**src/rtl/fb_pkg.sv**
```systemverilog
// Shared definitions for the 54-bit frame-buffer write-command stream
// {mask[3:0], frame, addr[16:0], pixel[31:0]} and the writer's pass FSM.
package fb_pkg;

    localparam int CMD_W     = 54;
    localparam int MASK_W    = 4;
    localparam int MASK_LSB  = 50;
    localparam int FRAME_BIT = 49;
    localparam int ADDR_LSB  = 32;
    localparam int ADDR_W_IN = 17;
    localparam int PIXEL_W   = 32;

    typedef struct packed {
        logic [MASK_W-1:0]    mask;
        logic                 frame;
        logic [ADDR_W_IN-1:0] addr;
        logic [PIXEL_W-1:0]   pixel;
    } fb_cmd_t;

    typedef enum logic [1:0] {
        ST_IDLE,
        ST_REQ,
        ST_STREAM,
        ST_ACK
    } fb_state_t;

    function automatic fb_cmd_t fb_unpack(input logic [CMD_W-1:0] raw);
        fb_cmd_t c;
        c.mask  = raw[MASK_LSB +: MASK_W];
        c.frame = raw[FRAME_BIT];
        c.addr  = raw[ADDR_LSB +: ADDR_W_IN];
        c.pixel = raw[PIXEL_W-1:0];
        return c;
    endfunction

endpackage

```
**src/rtl/fb_cmd_fifo.sv**
```systemverilog
// Synchronous command FIFO with exact full/empty flags; the head entry is
// visible combinationally while not empty.
module fb_cmd_fifo #(
    parameter int WIDTH = 54,
    parameter int DEPTH = 8
) (
    input  logic             clock,
    input  logic             reset,
    input  logic             push,
    input  logic [WIDTH-1:0] push_data,
    input  logic             pop,
    output logic [WIDTH-1:0] head,
    output logic             full,
    output logic             empty
);

    localparam int AW = $clog2(DEPTH);

    logic [WIDTH-1:0] store [DEPTH];
    logic [AW:0]      wr_ptr;
    logic [AW:0]      rd_ptr;
    logic             do_push;
    logic             do_pop;

    // The extra pointer bit tells a wrapped (full) FIFO from an empty one.
    assign full    = (wr_ptr[AW] != rd_ptr[AW]) && (wr_ptr[AW-1:0] == rd_ptr[AW-1:0]);
    assign empty   = (wr_ptr == rd_ptr);
    assign do_push = push & ~full;
    assign do_pop  = pop & ~empty;
    assign head    = store[rd_ptr[AW-1:0]];

    always_ff @(posedge clock) begin
        if (reset) begin
            wr_ptr <= '0;
            rd_ptr <= '0;
        end else begin
            if (do_push) wr_ptr <= wr_ptr + (AW+1)'(1);
            if (do_pop)  rd_ptr <= rd_ptr + (AW+1)'(1);
        end
    end

    always_ff @(posedge clock) begin
        if (do_push) store[wr_ptr[AW-1:0]] <= push_data;
    end

endmodule

```
**src/rtl/fb_cmd_writer.sv**
```systemverilog
// Frame-buffer command writer: runs producer passes, queues write commands and
// issues masked word writes. Define FB_WR_MERGE_EN to coalesce same-address beats.
module fb_cmd_writer
    import fb_pkg::*;
#(
    parameter int FIFO_DEPTH = 8,
    parameter int ADDR_W     = 18,
    parameter int FB0_BASE   = 0,
    parameter int FB1_BASE   = 120000
) (
    input  logic              clock,
    input  logic              reset,
    input  logic              go,
    output logic              busy,
    output logic              start,
    input  logic              start_ack,
    input  logic              done,
    output logic              done_ack,
    input  logic [CMD_W-1:0]  din,
    input  logic              din_valid,
    output logic              din_ready,
    output logic              mem_we,
    output logic [ADDR_W-1:0] mem_addr,
    output logic [31:0]       mem_data,
    output logic [3:0]        mem_mask,
    input  logic              mem_ready
);

    localparam logic [ADDR_W-1:0] FB0_W = ADDR_W'(FB0_BASE);
    localparam logic [ADDR_W-1:0] FB1_W = ADDR_W'(FB1_BASE);

    fb_state_t         state;
    fb_state_t         state_next;
    logic              go_pending;
    logic              go_pending_next;

    logic              fifo_push;
    logic              fifo_pop;
    logic              fifo_full;
    logic              fifo_empty;
    logic [CMD_W-1:0]  fifo_head;
    fb_cmd_t           head;
    logic [ADDR_W-1:0] head_addr;

    logic              slot_valid;
    logic              slot_load;
    logic              retire;

`ifdef FB_WR_MERGE_EN
    logic              slot_issued;
    logic              slot_merge;
    logic              slot_issue;
    logic [ADDR_W_IN:0] slot_key;
`endif

    function automatic logic [ADDR_W-1:0] word_addr(input fb_cmd_t c);
        return (c.frame ? FB1_W : FB0_W) + ADDR_W'(c.addr);
    endfunction

`ifdef FB_WR_MERGE_EN
    function automatic logic [31:0] merge_bytes(input logic [31:0] old_d,
                                                input logic [31:0] new_d,
                                                input logic [3:0]  m);
        logic [31:0] r;
        for (int i = 0; i < 4; i++)
            r[8*i +: 8] = m[i] ? new_d[8*i +: 8] : old_d[8*i +: 8];
        return r;
    endfunction
`endif

    assign din_ready = ~fifo_full;
    assign fifo_push = din_valid & din_ready;

    fb_cmd_fifo #(
        .WIDTH (CMD_W),
        .DEPTH (FIFO_DEPTH)
    ) u_fifo (
        .clock     (clock),
        .reset     (reset),
        .push      (fifo_push),
        .push_data (din),
        .pop       (fifo_pop),
        .head      (fifo_head),
        .full      (fifo_full),
        .empty     (fifo_empty)
    );

    assign head      = fb_unpack(fifo_head);
    assign head_addr = word_addr(head);

`ifdef FB_WR_MERGE_EN
    assign mem_we = slot_issued;
`else
    assign mem_we = slot_valid;
`endif
    assign retire = mem_we & mem_ready;

    // Slot control: refill from the FIFO head whenever the slot is free or retiring.
    always_comb begin
        fifo_pop  = 1'b0;
        slot_load = 1'b0;
`ifdef FB_WR_MERGE_EN
        slot_merge = 1'b0;
        slot_issue = 1'b0;
`endif
        if (!slot_valid || retire) begin
            fifo_pop  = ~fifo_empty;
            slot_load = ~fifo_empty && (head.mask != '0);
        end
`ifdef FB_WR_MERGE_EN
        // An unissued slot keeps absorbing same-key beats until something differs or the pass ends.
        else if (!slot_issued) begin
            if (!fifo_empty) begin
                if (head.mask == '0) begin
                    fifo_pop = 1'b1;
                end else if ({head.frame, head.addr} == slot_key) begin
                    fifo_pop   = 1'b1;
                    slot_merge = 1'b1;
                end else begin
                    slot_issue = 1'b1;
                end
            end else if (done) begin
                slot_issue = 1'b1;
            end
        end
`endif
    end

    always_ff @(posedge clock) begin
        if (reset) begin
            slot_valid <= 1'b0;
            mem_addr   <= '0;
            mem_data   <= '0;
            mem_mask   <= '0;
`ifdef FB_WR_MERGE_EN
            slot_issued <= 1'b0;
            slot_key    <= '0;
`endif
        end else if (slot_load) begin
            slot_valid <= 1'b1;
            mem_addr   <= head_addr;
            mem_data   <= head.pixel;
            mem_mask   <= head.mask;
`ifdef FB_WR_MERGE_EN
            slot_issued <= 1'b0;
            slot_key    <= {head.frame, head.addr};
`endif
        end else if (retire) begin
            slot_valid <= 1'b0;
`ifdef FB_WR_MERGE_EN
            slot_issued <= 1'b0;
        end else if (slot_merge) begin
            mem_mask <= mem_mask | head.mask;
            mem_data <= merge_bytes(mem_data, head.pixel, head.mask);
        end else if (slot_issue) begin
            slot_issued <= 1'b1;
`endif
        end
    end

    always_ff @(posedge clock) begin
        if (reset) begin
            state      <= ST_IDLE;
            go_pending <= 1'b0;
        end else begin
            state      <= state_next;
            go_pending <= go_pending_next;
        end
    end

    // Pass sequencing; done is only looked at in STREAM, so an early done waits there.
    always_comb begin
        state_next      = state;
        go_pending_next = go_pending;
        start           = 1'b0;
        done_ack        = 1'b0;
        busy            = (state != ST_IDLE);
        if (go && state != ST_IDLE)
            go_pending_next = 1'b1;
        case (state)
            ST_IDLE: begin
                if (go || go_pending) begin
                    state_next      = ST_REQ;
                    go_pending_next = 1'b0;
                end
            end
            ST_REQ: begin
                start = 1'b1;
                if (start_ack) state_next = ST_STREAM;
            end
            ST_STREAM: begin
                if (done && fifo_empty && !slot_valid) state_next = ST_ACK;
            end
            ST_ACK: begin
                done_ack   = 1'b1;
                state_next = ST_IDLE;
            end
            default: state_next = ST_IDLE;
        endcase
    end

endmodule

```
**config.mk**
```make
export PLATFORM = sky130hd
export DESIGN_NAME = fb_cmd_writer
export DESIGN_NICKNAME = d
export VERILOG_FILES = /design/src/rtl/fb_pkg.sv /design/src/rtl/fb_cmd_fifo.sv /design/src/rtl/fb_cmd_writer.sv
export SDC_FILE = /design/constraint.sdc
export NUM_CORES = 1
export LEC_CHECK = 0
export ABC_AREA = 1
export BUFFER_PORTS_ARGS = -buffer_cell sky130_fd_sc_hd__buf_4
export CAP_MARGIN = 20
export CORE_MARGIN = 1.5
export CORE_UTILIZATION = 35
export CTS_CLUSTER_DIAMETER = 30
export DETAILED_ROUTE_END_ITERATION = 12
export PLACE_DENSITY = 0.52
export SLEW_MARGIN = 20
export SYNTH_ARGS = -nofsm -noshare
export SYNTH_HDL_FRONTEND = slang
export SYNTH_SLANG_ARGS = --single-unit
```
**constraint.sdc**
```tcl
create_clock -name clock -period 5.4 [get_ports clock]
set_input_delay 0.81 -clock clock [delete_from_list [all_inputs] [get_ports clock]]
set_output_delay 0.81 -clock clock [all_outputs]
set_load 0.005 [all_outputs]
```
==> out/summary.md, run 1 <==
## Run status
* complete, no violations — outcome

## Clock network
* 3 — Max Buffers Root-to-Sink
* 3 — Clock H-tree levels
* 111 — Inserted Clock Buffers
* 0.65 ns — Skew-Pair Late Insertion Delay
* 0 — number of cells upsized or downsized after cts
* 0 — total of hold buffers inserted after clock tree synthesis
* sky130_fd_sc_hd__clkbuf_16 — clock root buffer
* yes — clock tree from TritonCTS
* 0.05 ns — clock transition at the register clock pins on the worst setup and hold paths after CTS
* 501 — Num Clock Sinks
* 0 — setup bufs post-CTS

## Logic synthesis
* 72.26% — fraction of the yosys area taken by sequential cells
* 11.73 sq um — average instance area after synthesis
* 1769 — number of nets produced by synthesis
* 501 — register bit count reported by yosys
* 34 — count of different cell masters after synthesis
* 1694 — number of standard cells after synthesis
* 0 — Yosys warning count
* 0.01986 sq mm — netlist area before placement

## Worst setup path
* 0.62 ns — Largest stage delay, worst path
* 2 — count of buffer and inverter cells on the critical path
* buf_4 -> nor2_1 -> nor2_1 -> o21ai_0 -> o21ai_1 -> nand2_1 -> nand2_1 -> nor2_2 -> nand2_2 -> nand2_4 -> inv_4 -> nand2_1 -> a21oi_1 — sequence of cells on the critical path
* flop — crit path capture type
* sky130_fd_sc_hd__nand2_1 — cell mode on critical path
* flop — Critical Path Start Type
* reg2reg — worst setup path category
* buffers and inverters — family of cells with the greatest summed delay on the critical path
* sky130_fd_sc_hd__inv_4 — cell type of the slowest stage on the worst timing path
* 3.82 ns — Data arrival, critical path
* 45 — maximum fanout along the worst path
* 5.95 ns — CP required

## STA
* 1.079 ns — Worst Max-Slew Pin Slew
* 0 — number of hold-slack violations in the final timing report
* 60.43% — period utilization
* 0 — number of max-slew violations in the final report
* 2.137 ns — least setup slack across all paths after layout
* 0.3064 GHz — Highest Clock Rate
* 3.263 ns — crit path time final
* false — setup repair after global routing missed its margin
* 0 — total of endpoints with negative setup slack in the final report
* 27.99% — max_slew headroom
* 0.03256 ns — clock skew
* 0 ns — TNS Setup

## Pwr
* 24.6% — Logic pwr share
* 30.8% — portion of total power attributed to sequential cells
* 31.57% — fraction of power spent switching nets
* 601.6 mW/mm^2 — Power per Cell Area
* 44.6% — share of power burned in the clock network
* 0.2840 mV — Peak supply drop
* 10.45 mW — Power Internal
* 4.819 mW — Psw
* 15.27 mW — total design power
* 9.442 nW — leakage power

## Detailed routing
* 0 — Residual DRC
* 0 — antenna violation net count after detailed routing
* 916 — DR iter-0 viols
* 52.11 mm — total wire length
* 13300 — vias after detailed routing
* 4.909 — average via count per standard cell
* 19.23 microns — average wire per standard cell
* 5 — first-pass iteration count of the detailed router

## Floorplan
* 35.30% — starting utilization of the core area
* 120 — number of top-level pins
* 87 — standard-cell rows
* 0.05819 sq mm — die area
* 241.2 microns — height of the die
* 241.2 microns — width of the die
* 0.05628 sq mm — area of the core

## Placed design
* 0.02151 sq mm — post-placement cell area
* 28.09 mm — sum of net half-perimeters after detailed placement
* 0.8184 — placer congestion estimate
* 2.111 ns — worst slack, placed
* 119 — quantity of I/O buffers inserted on ports

## Global routing
* 78.46 mm — first-pass GRT wire length
* 3 — initial antenna violation count
* 81 — maximum number of pins on one net before global-route repair
* 13450 — via count of the first global-routing pass
* 0 — global route total overflow
* 18.04% — GR Util All Layers

## Cells and area
* 18.02% — proportion of layout cells with a drive suffix above 1
* 27.75% — synthesis-to-layout area growth
* 1931 — post-layout net count
* 5138 — number of inserted filler cells in the final layout
* 45.09% — Final Core Density
* 0.02538 sq mm — final instance area

## Run
* 0 — number of maximum-capacitance constraint violations

## Hold path
* in2reg — worst hold path class

routing by layer:
metal | track usage [%] | vias up | wire length (microns)
met5 | 0 | - | 26
met4 | 6.136 | 4 | 969
met3 | 4.125 | 84 | 2907
met2 | 29.13 | 345 | 24460
met1 | 23.96 | 6521 | 23740
li1 | - | 6350 | -
cells by family (layout without fill, tap and decap cells):
group / after synthesis / in the layout / share of synthesized area (%)
xor gates and xnor gates: 7 / 7 / 0.3086
buffers and inverters: 162 / 421 / 3.874
other: 0 / 1 / 0
DFF: 501 / 501 / 72.26
adders and majority gates: 14 / 14 / 0.9197
AOI/OAI and AO/OA: 377 / 377 / 10.11
and+or+nand+nor: 633 / 633 / 12.53
metrics by stage:
stage          instances  hold WS, ns
6_report            2710       0.3952
5_1_grt             2709       0.3676
3_5_place_dp        2499       0.4589
3_3_place_gp        2498       0.4529
4_1_cts             2709       0.3554
2_1_floorplan       1694       0.4424
worst paths after layout:
kind / start / endpoint / slack (ns) / depth (start not counted)
hold / removal: din[0] / u_fifo.store[3][0]$_DFFE_PP_ / 0.40 / 1
hold reg to reg: mem_mask[3]$_SDFFE_PP0P_ / mem_mask[3]$_SDFFE_PP0P_ / 0.46 / 2
setup reg to reg: flop / mem_addr[9]$_SDFFE_PP0P_ / 2.14 / 13
setup / recovery: flop / mem_addr[9]$_SDFFE_PP0P_ / 2.14 / 13
final cells by class:
class	instances	area (sq um)	area share, %
Clock buffer	139	2954	11.64
Antenna cell	1	2.502	0.009861
Clock inverter	71	914.6	3.604
Timing Repair Buffer	147	1149	4.526
Multi-Input combinational cell	1031	4801	18.92
Tap cell	756	945.9	3.727
Inverter	64	247.7	0.9762
Sequential cell	501	14360	56.60
worst register-to-register path: cells and delay by family (launching register included):
kind | cells | cell delay, ns
compound gates | 3 | 0.36
buf+inv | 2 | 1.16
flops | 1 | 0.55
simple gates | 8 | 1.12
synthesized netlist by cell type:
cell                       count  area (sq um)
sky130_fd_sc_hd__edfxtp_1    432         12970
sky130_fd_sc_hd__nor2_1      342          1284
sky130_fd_sc_hd__nand2_1     235         882.1
sky130_fd_sc_hd__o21ai_0     222          1111
sky130_fd_sc_hd__o22ai_1      86         538.0
sky130_fd_sc_hd__dfxtp_1      69          1381
sky130_fd_sc_hd__inv_1        60         225.2
sky130_fd_sc_hd__clkbuf_1     50         187.7
sky130_fd_sc_hd__o21ai_1      37         185.2
sky130_fd_sc_hd__nand3_1      35         175.2
sky130_fd_sc_hd__a21oi_1      24         120.1
sky130_fd_sc_hd__buf_2        22         110.1
sky130_fd_sc_hd__buf_4        13         97.59
sky130_fd_sc_hd__ha_1         13         162.7
sky130_fd_sc_hd__buf_6         8         90.09
sky130_fd_sc_hd__a31oi_1       6         37.54
sky130_fd_sc_hd__nand2_2       5         31.28
sky130_fd_sc_hd__xnor2_1       4         35.03
sky130_fd_sc_hd__buf_1         3         11.26
sky130_fd_sc_hd__inv_2         3         11.26
sky130_fd_sc_hd__nand4_1       3         18.77
sky130_fd_sc_hd__nor2_2        3         18.77
sky130_fd_sc_hd__nor3_1        3         15.01
sky130_fd_sc_hd__xor2_1        3         26.28
sky130_fd_sc_hd__buf_8         2         30.03
sky130_fd_sc_hd__nand3_2       2         20.02
sky130_fd_sc_hd__nand3b_1      2         15.01
sky130_fd_sc_hd__a21oi_2       1         8.760
sky130_fd_sc_hd__fa_1          1         20.02
sky130_fd_sc_hd__inv_4         1         6.260
sky130_fd_sc_hd__nand2_4       1         11.26
sky130_fd_sc_hd__nor2_4        1         11.26
sky130_fd_sc_hd__o21bai_1      1         7.510
sky130_fd_sc_hd__or2_2         1         6.260
state kept, by name (all words and copies together), names as in the netlist, named ones only:
signal / count
u_fifo.store: 432
mem_data: 32
mem_addr: 18
mem_mask: 4
u_fifo.rd_ptr: 4
u_fifo.wr_ptr: 4
state: 2
go_pending: 1
mem_we: 1
layout by cell type, fill, tap and decap left out, types with 6 or more instances in the layout:
master / count
sky130_fd_sc_hd__ha_1: 13
sky130_fd_sc_hd__nand3_1: 35
sky130_fd_sc_hd__o21ai_1: 37
sky130_fd_sc_hd__clkinvlp_4: 8
sky130_fd_sc_hd__o21ai_0: 222
sky130_fd_sc_hd__clkbuf_16: 112
sky130_fd_sc_hd__nor2_4: 9
sky130_fd_sc_hd__nand2_1: 235
sky130_fd_sc_hd__inv_1: 58
sky130_fd_sc_hd__a21oi_1: 24
sky130_fd_sc_hd__o22ai_1: 86
sky130_fd_sc_hd__nor2_1: 334
sky130_fd_sc_hd__a31oi_1: 6
sky130_fd_sc_hd__clkbuf_1: 22
sky130_fd_sc_hd__clkinv_1: 14
sky130_fd_sc_hd__edfxtp_1: 432
sky130_fd_sc_hd__dfxtp_1: 66
sky130_fd_sc_hd__clkinv_2: 19
sky130_fd_sc_hd__buf_4: 144
sky130_fd_sc_hd__bufinv_16: 18
power by group through the flow:
stage	registers, mW	logic [mW]	clock network, mW
after global routing	4.73	4.25	7.13
after global placement	4.76	3.74	0
after CTS	4.71	3.77	6.92
final	4.70	3.75	6.81
after detailed placement	4.77	3.76	0
after floorplan	4.69	2.66	0
(Power assumes the default switching activity.)
==> run 2, diff against run 1 <==
- ABC_AREA: 1 -> 0
- clock period: 5.4 -> 3.4 ns (I/O delays scaled with it)
==> run 2 against run 1 <==
Wire length is 18% lower. Maximum frequency up 8.4%. First-iteration DRC count fell by 46%. Via count is 27% lower. Clock-buffer cell count is 1 higher. Setup slack worse by 1.7 ns.
==> out/summary.md, run 2 <==
## Floorplan
* 237.7 microns — height of the die, was 241.2 microns
* 0.05413 sq mm — area of the core, was 0.05628 sq mm
* 85 — standard-cell rows, was 87
* 0.05651 sq mm — die area, was 0.05819 sq mm
* 35.62% — starting utilization of the core area, was 35.30%
* 120 — number of top-level pins, unchanged
* 237.7 microns — width of the die, was 241.2 microns

## Global routing
* 55 — maximum number of pins on one net before global-route repair, was 81
* 10470 — via count of the first global-routing pass, was 13450
* 2 — initial antenna violation count, was 3
* 15.43% — GR Util All Layers, was 18.04%
* 0 — global route total overflow, unchanged
* 64.60 mm — first-pass GRT wire length, was 78.46 mm

## Pwr
* 8.374 nW — leakage power, was 9.442 nW
* 891.4 mW/mm^2 — Power per Cell Area, was 601.6 mW/mm^2
* 0.4466 mV — Peak supply drop, was 0.2840 mV
* 22.32 mW — total design power, was 15.27 mW

## Logic synthesis
* 942 — number of standard cells after synthesis, was 1694
* 501 — register bit count reported by yosys, unchanged
* sky130_fd_sc_hd__edfxtp_1 (67%), sky130_fd_sc_hd__mux4_2 (12%), sky130_fd_sc_hd__dfxtp_1 (7.2%), sky130_fd_sc_hd__a211oi_2 (3.1%), sky130_fd_sc_hd__mux2i_1 (2.4%) — main area contributors after synthesis, was sky130_fd_sc_hd__edfxtp_1 (65%), sky130_fd_sc_hd__dfxtp_1 (7.0%), sky130_fd_sc_hd__nor2_1 (6.5%), sky130_fd_sc_hd__o21ai_0 (5.6%), sky130_fd_sc_hd__nand2_1 (4.4%)
* 41 — count of different cell masters after synthesis, was 34
* sky130_fd_sc_hd__edfxtp_1 — largest area contributor in the netlist, unchanged
* 1017 — number of nets produced by synthesis, was 1769
* 432 — number of flops mapped to enable cells by yosys, unchanged
* sky130_fd_sc_hd__edfxtp_1 — Synth Flop Type, unchanged
* sky130_fd_sc_hd__edfxtp_1 — most used standard cell by instance count after synthesis, unchanged
* 0.01928 sq mm — netlist area before placement, was 0.01986 sq mm
* 20.47 sq um — average instance area after synthesis, was 11.73 sq um
* 0 — Yosys warning count, unchanged
* 67.27% — area fraction of the dominant cell type after synthesis, was 65.31%
* 74.44% — fraction of the yosys area taken by sequential cells, was 72.26%
* sky130_fd_sc_hd__edfxtp_1 (432), sky130_fd_sc_hd__mux4_2 (107), sky130_fd_sc_hd__nor2_1 (73) — ranking of synthesized cells by instance count, was sky130_fd_sc_hd__edfxtp_1 (432), sky130_fd_sc_hd__nor2_1 (342), sky130_fd_sc_hd__nand2_1 (235)
* 0% — proportion of register bits with asynchronous set or reset after synthesis, unchanged

## Clock network
* 112 — Inserted Clock Buffers, was 111
* 0 — total of hold buffers inserted after clock tree synthesis, unchanged
* 3 — Max Buffers Root-to-Sink, unchanged
* yes — clock tree from TritonCTS, unchanged
* 0 — number of cells upsized or downsized after cts, unchanged
* 0.04 ns — clock transition at the register clock pins on the worst setup and hold paths after CTS, was 0.05 ns
* 501 — Num Clock Sinks, unchanged
* sky130_fd_sc_hd__clkbuf_16 — clock root buffer, unchanged
* 3 — Clock H-tree levels, unchanged
* 0 — setup bufs post-CTS, unchanged
* 0.62 ns — Skew-Pair Late Insertion Delay, was 0.65 ns

## Placed design
* 24.01 mm — sum of net half-perimeters after detailed placement, was 28.09 mm
* 0.02134 sq mm — post-placement cell area, was 0.02151 sq mm
* 119 — quantity of I/O buffers inserted on ports, unchanged
* 0.7060 — placer congestion estimate, was 0.8184
* 0.3701 ns — worst slack, placed, was 2.111 ns

## Detailed routing
* 42.82 mm — total wire length, was 52.11 mm
* 495 — DR iter-0 viols, was 916
* 4 — first-pass iteration count of the detailed router, was 5
* 0 — antenna violation net count after detailed routing, unchanged
* 0 — Residual DRC, unchanged
* 21.97 microns — average wire per standard cell, was 19.23 microns
* 4.957 — average via count per standard cell, was 4.909
* 9662 — vias after detailed routing, was 13300

## STA
* 0.7595 ns — Worst Max-Slew Pin Slew, was 1.079 ns
* 3.011 ns — crit path time final, was 3.263 ns
* 0 — number of hold-slack violations in the final timing report, unchanged
* 0.02370 ns — clock skew, was 0.03256 ns
* 0.3890 ns — least setup slack across all paths after layout, was 2.137 ns
* 88.56% — period utilization, was 60.43%
* 0 ns — TNS Setup, unchanged
* false — setup repair after global routing missed its margin, unchanged
* 0 — number of max-slew violations in the final report, unchanged
* 49.37% — max_slew headroom, was 27.99%
* 0 — total of endpoints with negative setup slack in the final report, unchanged
* 0.3321 GHz — Highest Clock Rate, was 0.3064 GHz

## Cells and area
* sky130_fd_sc_hd__edfxtp_1 (432), sky130_fd_sc_hd__buf_4 (139), sky130_fd_sc_hd__clkbuf_16 (112) — most frequent cells in the layout, was sky130_fd_sc_hd__edfxtp_1 (432), sky130_fd_sc_hd__nor2_1 (334), sky130_fd_sc_hd__nand2_1 (235)
* 432 — number of flip-flops in the largest register, unchanged
* 29.82% — synthesis-to-layout area growth, was 27.75%
* 1237 — post-layout net count, was 1931
* 0.02503 sq mm — final instance area, was 0.02538 sq mm
* 46.25% — Final Core Density, was 45.09%
* sky130_fd_sc_hd__edfxtp_1 — leading cell type in the layout, fill and taps excluded, unchanged
* 40.26% — proportion of layout cells with a drive suffix above 1, was 18.02%

## Worst setup path
* 3.93 ns — CP required, was 5.95 ns
* flop — crit path capture type, unchanged
* flop — Critical Path Start Type, unchanged
* 16 — maximum fanout along the worst path, was 45
* reg2reg — worst setup path category, unchanged
* 3.54 ns — Data arrival, critical path, was 3.82 ns

## Run status
* complete, no violations — outcome, unchanged

## Hold path
* in2reg — worst hold path class, unchanged

## Run
* 0 — number of maximum-capacitance constraint violations, unchanged

-- run 2: cell types whose count changed in the layout (fill, tap and decap cells not counted), sizes merged, moves of 55 or more --
cell / delta
nand2: -230
inv: -55
nor2: -273
o21ai: -258
o22ai: -86
mux4: +107
-- run 2: final timing paths --
check	startpoint	end	slack, ns	depth (start not counted)
setup reg to reg	flop	mem_addr[16]$_SDFFE_PP0P_	0.39	11
hold / removal	din[31]	u_fifo.store[0][31]$_DFFE_PP_	0.12	1
hold reg to reg	mem_addr[9]$_SDFFE_PP0P_	mem_addr[9]$_SDFFE_PP0P_	0.52	2
setup / recovery	flop	mem_addr[16]$_SDFFE_PP0P_	0.39	11
-- run 2: worst max-delay path, cell delays in order, from the launching register on --
cell and delay [ns]:
sky130_fd_sc_hd__dfxtp_4 0.54, sky130_fd_sc_hd__mux4_2 0.54, sky130_fd_sc_hd__mux2i_1 0.23, sky130_fd_sc_hd__inv_1 0.19, sky130_fd_sc_hd__ha_1 0.25, sky130_fd_sc_hd__inv_1 0.08
sky130_fd_sc_hd__fa_1 0.17, sky130_fd_sc_hd__inv_1 0.07, sky130_fd_sc_hd__a41oi_1 0.25, sky130_fd_sc_hd__o32ai_1 0.15, sky130_fd_sc_hd__or3_1 0.36, sky130_fd_sc_hd__o311ai_1 0.07
-- run 2: where the power goes --
group / switching, mW / total, mW / internal, mW
clock: 3.21 / 10.4 / 7.15
sequential: 0.333 / 7.51 / 7.18
combinational: 2.28 / 4.44 / 2.15
total: 5.83 / 22.3 / 16.5
-- run 2: layout make-up --
class	instances	area (sq um)
fill	4586	29100
sequential	501	14370
multi-input combinational	380	4683
clock buffer	140	2928
timing repair buffer	156	1384
tap	696	870.8
clock inverter	64	759.5
inverter	11	41.29
antenna	1	2.502
-- run 2: through the flow --
stage,hold slack [ns],std cells
floorplan,0.4745,942
global route,0.08817,1948
global placement,0.4824,1744
CTS,0.07301,1948
finish,0.1193,1949
detailed placement,0.4980,1744
-- run 2: logic make-up (layout without fill, tap and decap cells) --
group           count (synthesis)  count (layout)  synth area share [%]
compound gates                 69              69                 3.913
xor+xnor                       18              18                0.8175
mux                           169             169                 15.81
simple gates                  110             110                 2.446
flops                         501             501                 74.44
fa+ha+maj                      14              14                0.9473
other cells                     0               1                     0
buf+inv                        61             371                 1.629
-- run 2: layer usage --
metal / track usage [%] / vias up / wire length, microns
li1: - / 4322 / -
met1: 19.88 / 5055 / 18900
met2: 25.04 / 206 / 20730
met3: 4.332 / 77 / 2227
met4: 5.346 / 2 / 954
met5: 0 / - / 9
==> run 3, diff against run 2 <==
- CORE_ASPECT_RATIO: default -> 0.8
==> run 3 against run 2 <==
Hold slack improved by 0.0048 ns. Via count fell by 1.2%. Maximum frequency fell by 0.32%. First-iteration DRC count rose by 47%. Cell count rose by 0.26%. Global-route usage rose by 0.32 points. Wire length rose by 0.83%. Register-to-register slack barely moved. Utilization rose by 0.083 points. Clock power barely moved.
==> out/summary.md, run 3 (synthesis gave the netlist of run 2 again) <==
## Placed design
* 25.11 mm — sum of net half-perimeters after detailed placement, was 24.01 mm
* 0.7557 — placer congestion estimate, was 0.7060
* 119 — quantity of I/O buffers inserted on ports, unchanged

## Global routing
* 1 — initial antenna violation count, was 2
* 65.23 mm — first-pass GRT wire length, was 64.60 mm
* 10340 — via count of the first global-routing pass, was 10470
* 55 — maximum number of pins on one net before global-route repair, unchanged
* 15.75% — GR Util All Layers, was 15.43%
* 0 — global route total overflow, unchanged

## Worst setup path
* buf_12 -> mux4_2 -> mux2_2 -> ha_1 -> a41oi_1 -> a211oi_1 -> xnor2_1 -> a211oi_2 — sequence of cells on the critical path, was mux4_2 -> mux2i_1 -> inv_1 -> ha_1 -> inv_1 -> fa_1 -> inv_1 -> a41oi_1 -> o32ai_1 -> or3_1 -> o311ai_1
* 0.52 ns — Largest stage delay, worst path, was 0.54 ns
* 0.38 ns — reg-to-reg setup timing slack, was 0.39 ns
* mem_addr[15]$_SDFFE_PP0P_ — capture point of the worst reg-to-reg path, was mem_addr[16]$_SDFFE_PP0P_
* flop — crit path capture type, unchanged
* 3.87 ns — CP required, was 3.93 ns
* reg2reg — worst setup path category, unchanged
* flop — Critical Path Start Type, unchanged
* sky130_fd_sc_hd__mux4_2 — cell type of the slowest stage on the worst timing path, was sky130_fd_sc_hd__dfxtp_4
* 8 — R2R depth, was 11
* 28 — maximum fanout along the worst path, was 16
* 3.49 ns — Data arrival, critical path, was 3.54 ns

## STA
* 88.85% — period utilization, was 88.56%
* 0 — total of endpoints with negative setup slack in the final report, unchanged
* 0 — number of max-slew violations in the final report, unchanged
* 0.1241 ns — Fin Hold WS, was 0.1193 ns
* false — setup repair after global routing missed its margin, unchanged
* 0 — number of hold-slack violations in the final timing report, unchanged
* 3.021 ns — crit path time final, was 3.011 ns
* 0.01211 ns — clock skew, was 0.02370 ns
* 0.3310 GHz — Highest Clock Rate, was 0.3321 GHz
* 38.05% — max_slew headroom, was 49.37%
* 0.9293 ns — Worst Max-Slew Pin Slew, was 0.7595 ns

## Detailed routing
* 4 — first-pass iteration count of the detailed router, unchanged
* 4.885 — average via count per standard cell, was 4.957
* 729 — DR iter-0 viols, was 495
* 9546 — vias after detailed routing, was 9662
* 22.10 microns — average wire per standard cell, was 21.97 microns
* 0 — antenna violation net count after detailed routing, unchanged
* 43.18 mm — total wire length, was 42.82 mm
* 0 — Residual DRC, unchanged

## Clock network
* yes — clock tree from TritonCTS, unchanged
* 106 — Inserted Clock Buffers, was 112
* 0.05 ns — clock transition at the register clock pins on the worst setup and hold paths after CTS, was 0.04 ns
* 501 — Num Clock Sinks, unchanged
* sky130_fd_sc_hd__clkbuf_16 — clock root buffer, unchanged
* 0 — total of hold buffers inserted after clock tree synthesis, unchanged
* 0 — setup bufs post-CTS, unchanged
* 0.62 ns — Skew-Pair Late Insertion Delay, about the same
* 3 — Max Buffers Root-to-Sink, unchanged
* 0 — number of cells upsized or downsized after cts, unchanged
* 3 — Clock H-tree levels, unchanged

## Cells and area
* 1235 — post-layout net count, was 1237
* sky130_fd_sc_hd__edfxtp_1 (432), sky130_fd_sc_hd__buf_4 (139), sky130_fd_sc_hd__clkbuf_16 (109) — most frequent cells in the layout, was sky130_fd_sc_hd__edfxtp_1 (432), sky130_fd_sc_hd__buf_4 (139), sky130_fd_sc_hd__clkbuf_16 (112)
* 41.17% — proportion of layout cells with a drive suffix above 1, was 40.26%
* 29.99% — synthesis-to-layout area growth, was 29.82%
* 432 — number of flip-flops in the largest register, unchanged
* sky130_fd_sc_hd__edfxtp_1 — leading cell type in the layout, fill and taps excluded, unchanged
* 4527 — number of inserted filler cells in the final layout, was 4586

## Hold path
* in2reg — worst hold path class, unchanged
* din[34] — start point of the worst hold path, was din[31]
* 1 — Cells on Worst Hold Path, unchanged
* u_fifo.store[0][34]$_DFFE_PP_ — endpoint of the worst hold path, was u_fifo.store[0][31]$_DFFE_PP_

## Pwr
* 0.3920 mV — Peak supply drop, was 0.4466 mV
* 8.395 nW — leakage power, was 8.374 nW
* 22.22 mW — total design power, was 22.32 mW
* 886.6 mW/mm^2 — Power per Cell Area, was 891.4 mW/mm^2

## Run
* 0 — number of maximum-capacitance constraint violations, unchanged

## Floorplan
* 0.05411 sq mm — area of the core, was 0.05413 sq mm
* 120 — number of top-level pins, unchanged
* 265.4 microns — width of the die, was 237.7 microns
* 76 — standard-cell rows, was 85
* 35.64% — starting utilization of the core area, was 35.62%
* 212.9 microns — height of the die, was 237.7 microns
* 0.05652 sq mm — die area, was 0.05651 sq mm

## Run status
* complete, no violations — outcome, unchanged

run 3: cell types whose count changed in the layout (fill, tap and decap cells not counted), sizes merged:
cell,delta
clkbuf,-15
clkinv,+7
inv,+5
buf,+4
clkinvlp,-2
run 3: layer usage:
layer | wire length (microns) | track usage (%)
met1 | 19780 | 21.58
met2 | 20270 | 24.54
met3 | 2220 | 3.898
met4 | 907 | 5.517
met5 | 0 | 0
run 3: worst max-delay path by stage:
stage / start / endpoint / slack [ns] / cells past startpoint
finish: flop / mem_addr[15]$_SDFFE_PP0P_ / 0.38 / 8
global route: flop / mem_addr[15]$_SDFFE_PP0P_ / 0.19 / 8
detailed placement: flop / mem_addr[16]$_SDFFE_PP0P_ / 0.38 / 11
floorplan: u_fifo.wr_ptr[0]$_SDFFE_PP0P_ / u_fifo.store[2][0]$_DFFE_PP_ / -0.55 / 6
CTS: flop / mem_addr[16]$_SDFFE_PP0P_ / 0.36 / 11
global placement: flop / mem_addr[16]$_SDFFE_PP0P_ / 0.36 / 11
run 3: where the power goes:
part	internal (mW)	switching, mW
Sequential	7.18	0.337
Combinational	2.16	2.29
Clock	7.00	3.26
Total	16.3	5.89
run 3: area by class of cell:
| type | instances | area, sq um | share of cell area (%) |
|---|---|---|---|
| Tap cell | 702 | 878.3 | 3.504 |
| Antenna cell | 1 | 2.502 | 0.009983 |
| Multi-Input combinational cell | 380 | 4683 | 18.68 |
| Clock buffer | 125 | 2798 | 11.16 |
| Clock inverter | 74 | 834.6 | 3.329 |
| Timing Repair Buffer | 160 | 1464 | 5.840 |
| Sequential cell | 501 | 14370 | 57.31 |
| Inverter | 11 | 41.29 | 0.1647 |
run 3: critical path, delay by kind of cell (launching register included):
family / cells / cell delay [ns]
buffers and inverters: 1 / 0.30
flip-flops: 1 / 0.50
adder cells (fa/ha/maj): 1 / 0.38
XOR/XNOR: 1 / 0.19
multiplexers: 2 / 0.80
AO/OA/AOI/OAI: 3 / 0.70
run 3: per-stage QoR:
| stage | std cells | worst slack, ns | TNS [ns] | area [sq um] | utilization (%) |
|---|---|---|---|---|---|
| after detailed placement | 1754 | 0.3820 | 0 | 21430 | 39.61 |
| after CTS | 1953 | 0.3583 | 0 | 25060 | 46.32 |
| final | 1954 | 0.3792 | 0 | 25070 | 46.33 |
| after global routing | 1953 | 0.1939 | 0 | 25060 | 46.32 |
| after floorplan | 942 | -0.5455 | -131.26 | 19300 | - |
| after global placement | 1754 | 0.3612 | 0 | 21430 | 39.61 |
